==> src/rtl/cam_pipe.sv <==
// cam_pipe: parametrised, pipelined content-addressable memory.
//
// Each entry holds a WIDTH-bit word and a valid bit. The entries can be read
// by index, written, invalidated, or flushed. A search compares a key against
// every valid entry. It returns the lowest matching index, a hit flag and a
// multiple-match flag. The index addresses the companion data RAM.
//
// Search pipeline:
//   edge N   : the match vector is captured from pre-edge contents. A write
//              on the same edge is not seen.
//   edge N+1 : a priority encode of the captured vector is registered. The
//              result appears on the search_* outputs.
//
// Reads take one cycle. Read, write, invalidate and search are independent
// and can all happen in the same cycle.
//
// Optional feature (macro CAM_TERNARY_EN):
//   defined   - a per-entry care mask is stored with every write. The mask
//               resets to all-ones. Bits whose mask is 0 are not compared.
//   undefined - there is no mask storage, write_mask_i is ignored, and the
//               compare is an exact match.
//
// Ports:
//   clk_i           rising-edge clock
//   rst_ni          asynchronous active-low reset
//   read_enable_i   read request
//   read_index_i    entry to read
//   write_enable_i  write request (sets the entry valid)
//   write_index_i   entry to write / invalidate
//   write_data_i    data to store
//   write_mask_i    per-bit care mask, 1 = compare (ternary build only)
//   invalidate_i    clear valid of write_index_i
//   flush_i         clear all valid bits
//   search_enable_i search request
//   search_data_i   search key
//   read_valid_o    read result valid
//   read_value_o    read data (0 when not valid)
//   search_valid_o  one-cycle pulse per accepted search
//   search_hit_o    at least one entry matched
//   search_multi_o  more than one entry matched
//   search_index_o  lowest matching index (0 on miss)

module cam_pipe #(
  parameter  int WIDTH      = 32,
  parameter  int DEPTH      = 32,
  localparam int ADDR_WIDTH = $clog2(DEPTH)
) (
  input  logic                  clk_i,
  input  logic                  rst_ni,
  input  logic                  read_enable_i,
  input  logic [ADDR_WIDTH-1:0] read_index_i,
  input  logic                  write_enable_i,
  input  logic [ADDR_WIDTH-1:0] write_index_i,
  input  logic [WIDTH-1:0]      write_data_i,
  input  logic [WIDTH-1:0]      write_mask_i,
  input  logic                  invalidate_i,
  input  logic                  flush_i,
  input  logic                  search_enable_i,
  input  logic [WIDTH-1:0]      search_data_i,
  output logic                  read_valid_o,
  output logic [WIDTH-1:0]      read_value_o,
  output logic                  search_valid_o,
  output logic                  search_hit_o,
  output logic                  search_multi_o,
  output logic [ADDR_WIDTH-1:0] search_index_o
);

  // Storage and state
  logic [WIDTH-1:0] entry_q [DEPTH];
  logic [DEPTH-1:0] valid_q;
  logic [DEPTH-1:0] valid_d;

  logic             s1_valid_q;
  logic [DEPTH-1:0] s1_match_q;
  logic [DEPTH-1:0] match_d;

  logic                  enc_hit;
  logic                  enc_multi;
  logic [ADDR_WIDTH-1:0] enc_index;

  logic write_ok;
  logic read_ok;
  logic read_hit;

  // With a DEPTH that is not a power of two, some index codes have no entry
  // behind them. Those codes must never reach the storage arrays.
  function automatic logic in_range(input logic [ADDR_WIDTH-1:0] idx);
    return 32'(idx) < 32'(DEPTH);
  endfunction

  assign write_ok = in_range(write_index_i);
  assign read_ok  = in_range(read_index_i);
  assign read_hit = read_enable_i && read_ok && valid_q[read_index_i];

`ifdef CAM_TERNARY_EN
  logic [WIDTH-1:0] mask_q [DEPTH];

  // The care masks reset to all-ones, so an entry that was never written
  // behaves as an exact-match entry.
  always_ff @(posedge clk_i or negedge rst_ni) begin
    if (!rst_ni) begin
      for (int i = 0; i < DEPTH; i++) begin
        mask_q[i] <= '1;
      end
    end else if (write_enable_i && write_ok) begin
      mask_q[write_index_i] <= write_mask_i;
    end
  end
`else
  logic [WIDTH-1:0] unused_mask;
  assign unused_mask = write_mask_i;
`endif

  // The entry data has no reset. It is only meaningful while valid is set.
  always_ff @(posedge clk_i) begin
    if (write_enable_i && write_ok) begin
      entry_q[write_index_i] <= write_data_i;
    end
  end

  // Flush beats invalidate. A write is applied last, so it re-validates its
  // own entry even when a flush or invalidate happens in the same cycle.
  always_comb begin
    valid_d = valid_q;
    if (flush_i) begin
      valid_d = '0;
    end else if (invalidate_i && write_ok) begin
      valid_d[write_index_i] = 1'b0;
    end
    if (write_enable_i && write_ok) begin
      valid_d[write_index_i] = 1'b1;
    end
  end

  // Match vector, computed from pre-edge contents.
  always_comb begin
    match_d = '0;
    for (int i = 0; i < DEPTH; i++) begin
`ifdef CAM_TERNARY_EN
      match_d[i] = valid_q[i] &&
                   (((entry_q[i] ^ search_data_i) & mask_q[i]) == '0);
`else
      match_d[i] = valid_q[i] && (entry_q[i] == search_data_i);
`endif
    end
  end

  // Priority encoder: keep the first set bit from index 0 upward. Flag a
  // second set bit as a multi-match.
  always_comb begin
    enc_hit   = 1'b0;
    enc_multi = 1'b0;
    enc_index = '0;
    for (int i = 0; i < DEPTH; i++) begin
      if (s1_match_q[i]) begin
        if (enc_hit) begin
          enc_multi = 1'b1;
        end else begin
          enc_hit   = 1'b1;
          enc_index = ADDR_WIDTH'(i);
        end
      end
    end
  end

  // Valid bits, the read port and both search stages. The captured match
  // vector is unaffected by a later flush, so a search that is in flight
  // reports what it saw.
  always_ff @(posedge clk_i or negedge rst_ni) begin
    if (!rst_ni) begin
      valid_q        <= '0;
      read_valid_o   <= 1'b0;
      read_value_o   <= '0;
      s1_valid_q     <= 1'b0;
      s1_match_q     <= '0;
      search_valid_o <= 1'b0;
      search_hit_o   <= 1'b0;
      search_multi_o <= 1'b0;
      search_index_o <= '0;
    end else begin
      valid_q <= valid_d;

      read_valid_o <= read_hit;
      read_value_o <= read_hit ? entry_q[read_index_i] : '0;

      s1_valid_q <= search_enable_i;
      s1_match_q <= search_enable_i ? match_d : '0;

      search_valid_o <= s1_valid_q;
      search_hit_o   <= s1_valid_q && enc_hit;
      search_multi_o <= s1_valid_q && enc_multi;
      search_index_o <= s1_valid_q ? enc_index : '0;
    end
  end

endmodule

==> config.mk <==
export PLATFORM = sky130hd
export DESIGN_NAME = cam_pipe
export DESIGN_NICKNAME = d
export VERILOG_FILES = /design/src/rtl/cam_pipe.sv
export SDC_FILE = /design/constraint.sdc
export NUM_CORES = 2
export LEC_CHECK = 0
export ABC_CLOCK_PERIOD_IN_PS = 4500
export CORE_ASPECT_RATIO = 0.75
export CORE_MARGIN = 5
export CORE_UTILIZATION = 30
export DETAILED_ROUTE_END_ITERATION = 7
export GPL_ROUTABILITY_DRIVEN = 1
export GPL_TIMING_DRIVEN = 0
export PLACE_DENSITY = 0.43
export SKIP_CTS_REPAIR_TIMING = 1
export SYNTH_ARGS = -nofsm -noshare
export SYNTH_HDL_FRONTEND = slang
export SYNTH_SLANG_ARGS = --single-unit
==> constraint.sdc <==
create_clock -name clk_i -period 4.5 [get_ports clk_i]
set_clock_uncertainty 0.15 [all_clocks]
set_input_delay 1.125 -clock clk_i [delete_from_list [all_inputs] [get_ports clk_i]]
set_output_delay 1.125 -clock clk_i [all_outputs]
set_load 0.01 [all_outputs]
==> reports/results.ini <==
[drt]
ant_nets = 0
post_drt_wl_per_cell_um = 50.5
routed_via_density = 6.05
route.detailed.drc = 0
drt_iter0_markers = 7359
wl_um = 317000
via_count = 38000
drt_first_pass_iters = 7

[power_and_ir_drop]
power-per-cell-area_nw_per_um2 = 392
ir_worst_vdd_uv = 332
p_leak_nw = 21.6

[logic_synthesis]
yosysWarnings = 0
synth_enable_flop_cells = 1024
synthCells = 3399
yosysSeqAreaShare_pct = 60.8
syn_area_um2 = 54900
dominantRegCellSynth = sky130_fd_sc_hd__edfxtp_1
post_synth.cell_area_avg_um2 = 16.2
postSynthRegisterBits = 1130
synth_fp_nets = 3512
async_set_reset_flop_share_out_of_synthesis_pct = 9.38
yosysUniqueCellTypes = 53

[floorplanning]
boundaryPins = 154
initial_core_util_pct = 30.1
floorplan.core_area_um2 = 183000
die_w_um = 504
fp.dieH_um = 380
std_cell_rows = 136
die_area_um2 = 192000

[sta]
final.setup.tns_ns = -2.16
worst_pin_slew_ns = 1.51
timing_hold_violations_final = 0
timing.final.ws_setup_ns = -0.290
min_period_ns = 4.79
post-route-period-util_pct = 106
timing.max_slew.rel_slack_pct = -0.823
total_count_of_max_transition_violations_in_the_final_report = 11
maxClockFrequency_mhz = 209
setup-violations-final = 18

[global_routing]
grt_pass1_vias = 35200
maximum_number_of_pins_on_one_net_before_global_route_repair = 74
first_pass_grt_wire_length_um = 393000
grt_total_usage_pct = 32.2
antenna_found_initial = 51
grt_remaining_overflow = 0

[placed_design]
gp_congestion = 1.04
port_buffers = 84
detailedPlacementHpwl_um = 247000
detailed_place.area_um2 = 61200

[worst_setup_path]
critical_path_class = in -> reg
crit_path_max_fanout = 10
reg2reg_slack_ns = 0.92
reg2reg_to = read_value_o[7]
critical-path-slowest-cell = sky130_fd_sc_hd__buf_2
ff2ff_path_depth = 6
critical_path.top_delay_family = buffers and inverters
crit_path_cell_trace = clkbuf_1, clkbuf_4, buf_2, xnor2_1, nand4_1, or4_1, nor4_1
path_depth = 7
worstSetupEndpointType = register
timing.critical_path.from_type = input port
reg2reg_from = valid_q[0]
worst_ep_required_time_ns = 4.93
worstPathBufferInverterCount = 3
slowest_delay_ns = 0.85
arrival_ns = 5.22

[cells_and_area]
post_route_cells_drive_above_1_share_pct = 23.8
postLayoutCellArea_um2 = 65700
area_delta_synth_final_pct = 19.6
final_core_util_pct = 36.0
nNetsFinal = 3836

[outcome]
failing_checks = max-capacitance violations, max-slew violations, negative setup slack
outcome = complete, but fails checks

[clock_tree]
cts.sinks = 1130
cts-htree-levels = 4
clock_tree.root_cell = sky130_fd_sc_hd__clkbuf_16
clockBufferDepth = 3
cts_tree = built
clk_transition_reported_paths_ns = 0.06
clkLatencyLatePin_ns = 0.81
number_of_buffers_inserted_during_clock_tree_synthesis = 130

[worst_hold_path]
min-delay-path-class = in -> async

[job]
maxCapViolCount = 1

==> metal layers <==
layer	up-vias	wire, um	global-route usage, %
li1	13900	-	-
met1	20700	132000	45.4
met2	2997	120000	40.9
met3	358	55800	19.2
met4	18	9690	8.72
met5	-	115	0
==> cell families (layout without fill, tap and decap cells) <==
family / Yosys count / count (layout) / share of synthesized area (%)
adder cells (fa/ha/maj): 2 / 2 / 0.0365
AO/OA/AOI/OAI: 106 / 106 / 1.35
XOR/XNOR: 1020 / 1020 / 16.3
buffers and inverters: 244 / 673 / 1.68
multiplexers: 363 / 363 / 14.1
flip-flops: 1130 / 1130 / 60.8
AND/OR/NAND/NOR: 534 / 534 / 5.68
other: 0 / 33 / 0
==> cell type report <==
type | count | area [um2]
fillers | 17300 | 117000
flip-flops and latches | 1130 | 33400
multi-input cells | 2025 | 20900
clock buffers | 166 | 3580
well taps | 2415 | 3020
repair buffers | 193 | 2880
plain buffers | 228 | 1100
clock inverters | 71 | 589
diodes | 33 | 82.6
inverters | 15 | 56.3
==> worst max-delay path by stage <==
stage / end / startpoint
4_1_cts: read_value_o[11] / read_index_i[0]
2_1_floorplan: read_value_o[23] / read_index_i[0]
3_3_place_gp: s1_match_q[20] / search_data_i[23]
5_1_grt: s1_match_q[23] / search_data_i[20]
6_report: s1_match_q[6] / search_data_i[20]
3_5_place_dp: read_value_o[11] / read_index_i[0]
==> state kept, by name, indices dropped and copies added (netlist names) <==
name / flops
entry_q: 1024
read_value_o: 32
s1_match_q: 32
valid_q: 32
search_index_o: 5
read_valid_o: 1
s1_valid_q: 1
search_hit_o: 1
search_multi_o: 1
search_valid_o: 1
==> Yosys cell counts (all sizes together), types with 2 or more instances <==
cell       n  share of area (%)
edfxtp  1024                 56
xor2     737                 12
mux4     330                 14
xnor2    283                4.5
nor4     195                2.2
clkbuf   137               0.94
nand4    128                1.5
dfrtp    106                4.8
buf       92               0.64
nor2      91               0.62
or4       38               0.53
mux2i     32               0.58
o21ai     27               0.25
nand2     21               0.14
a31o      20               0.32
inv       15               0.10
a21oi     14               0.13
o211ai    13               0.18
or2       13               0.15
nor3      11               0.10
nand3      9              0.082
nand3b     8               0.11
or3        8               0.11
a211oi     6              0.082
nor2b      4              0.046
o21bai     4              0.055
a222oi     3              0.055
a31oi      2              0.023
maj3       2              0.036
nand2b     2              0.023
o21a       2              0.027
o311a      2              0.036
o31ai      2              0.027
o41ai      2              0.032
or3b       2              0.032
==> cells in the final DEF, fill, tap and decap left out, drive strengths merged, types with 21 or more instances in the layout <==
master         count
inv               22
xnor2            283
dfrtp            106
nand4            128
edfxtp          1024
or4               38
o21ai             27
nand2             21
diode             33
buf              217
clkbuf           319
xor2             737
mux4             330
mux2i             32
clkinv            53
nor4             195
clkdlybuf4s50     49
nor2              91
==> report_power, final <==
part / total, mW / switching, mW / internal, mW / leakage (nW)
clock: 10.9 / 4.80 / 6.05 / 2.04
sequential: 11.7 / 0.0904 / 11.6 / 10.7
combinational: 3.22 / 2.35 / 0.873 / 8.89
total: 25.7 / 7.24 / 18.5 / 21.6
==> metrics by stage <==
stage	setup WS [ns]	hold slack, ns	total power [mW]	std cells
after detailed placement	-2.72	0.365	14.9	6005
final	-0.290	0.0885	25.7	6276
after global placement	-4.50	0.378	14.8	5898
after floorplan	0.464	0.258	13.0	3399
after CTS	-1.87	0.0416	25.6	6242
after global routing	-0.0267	0.0801	26.2	6243
(Power assumes the default switching activity.)
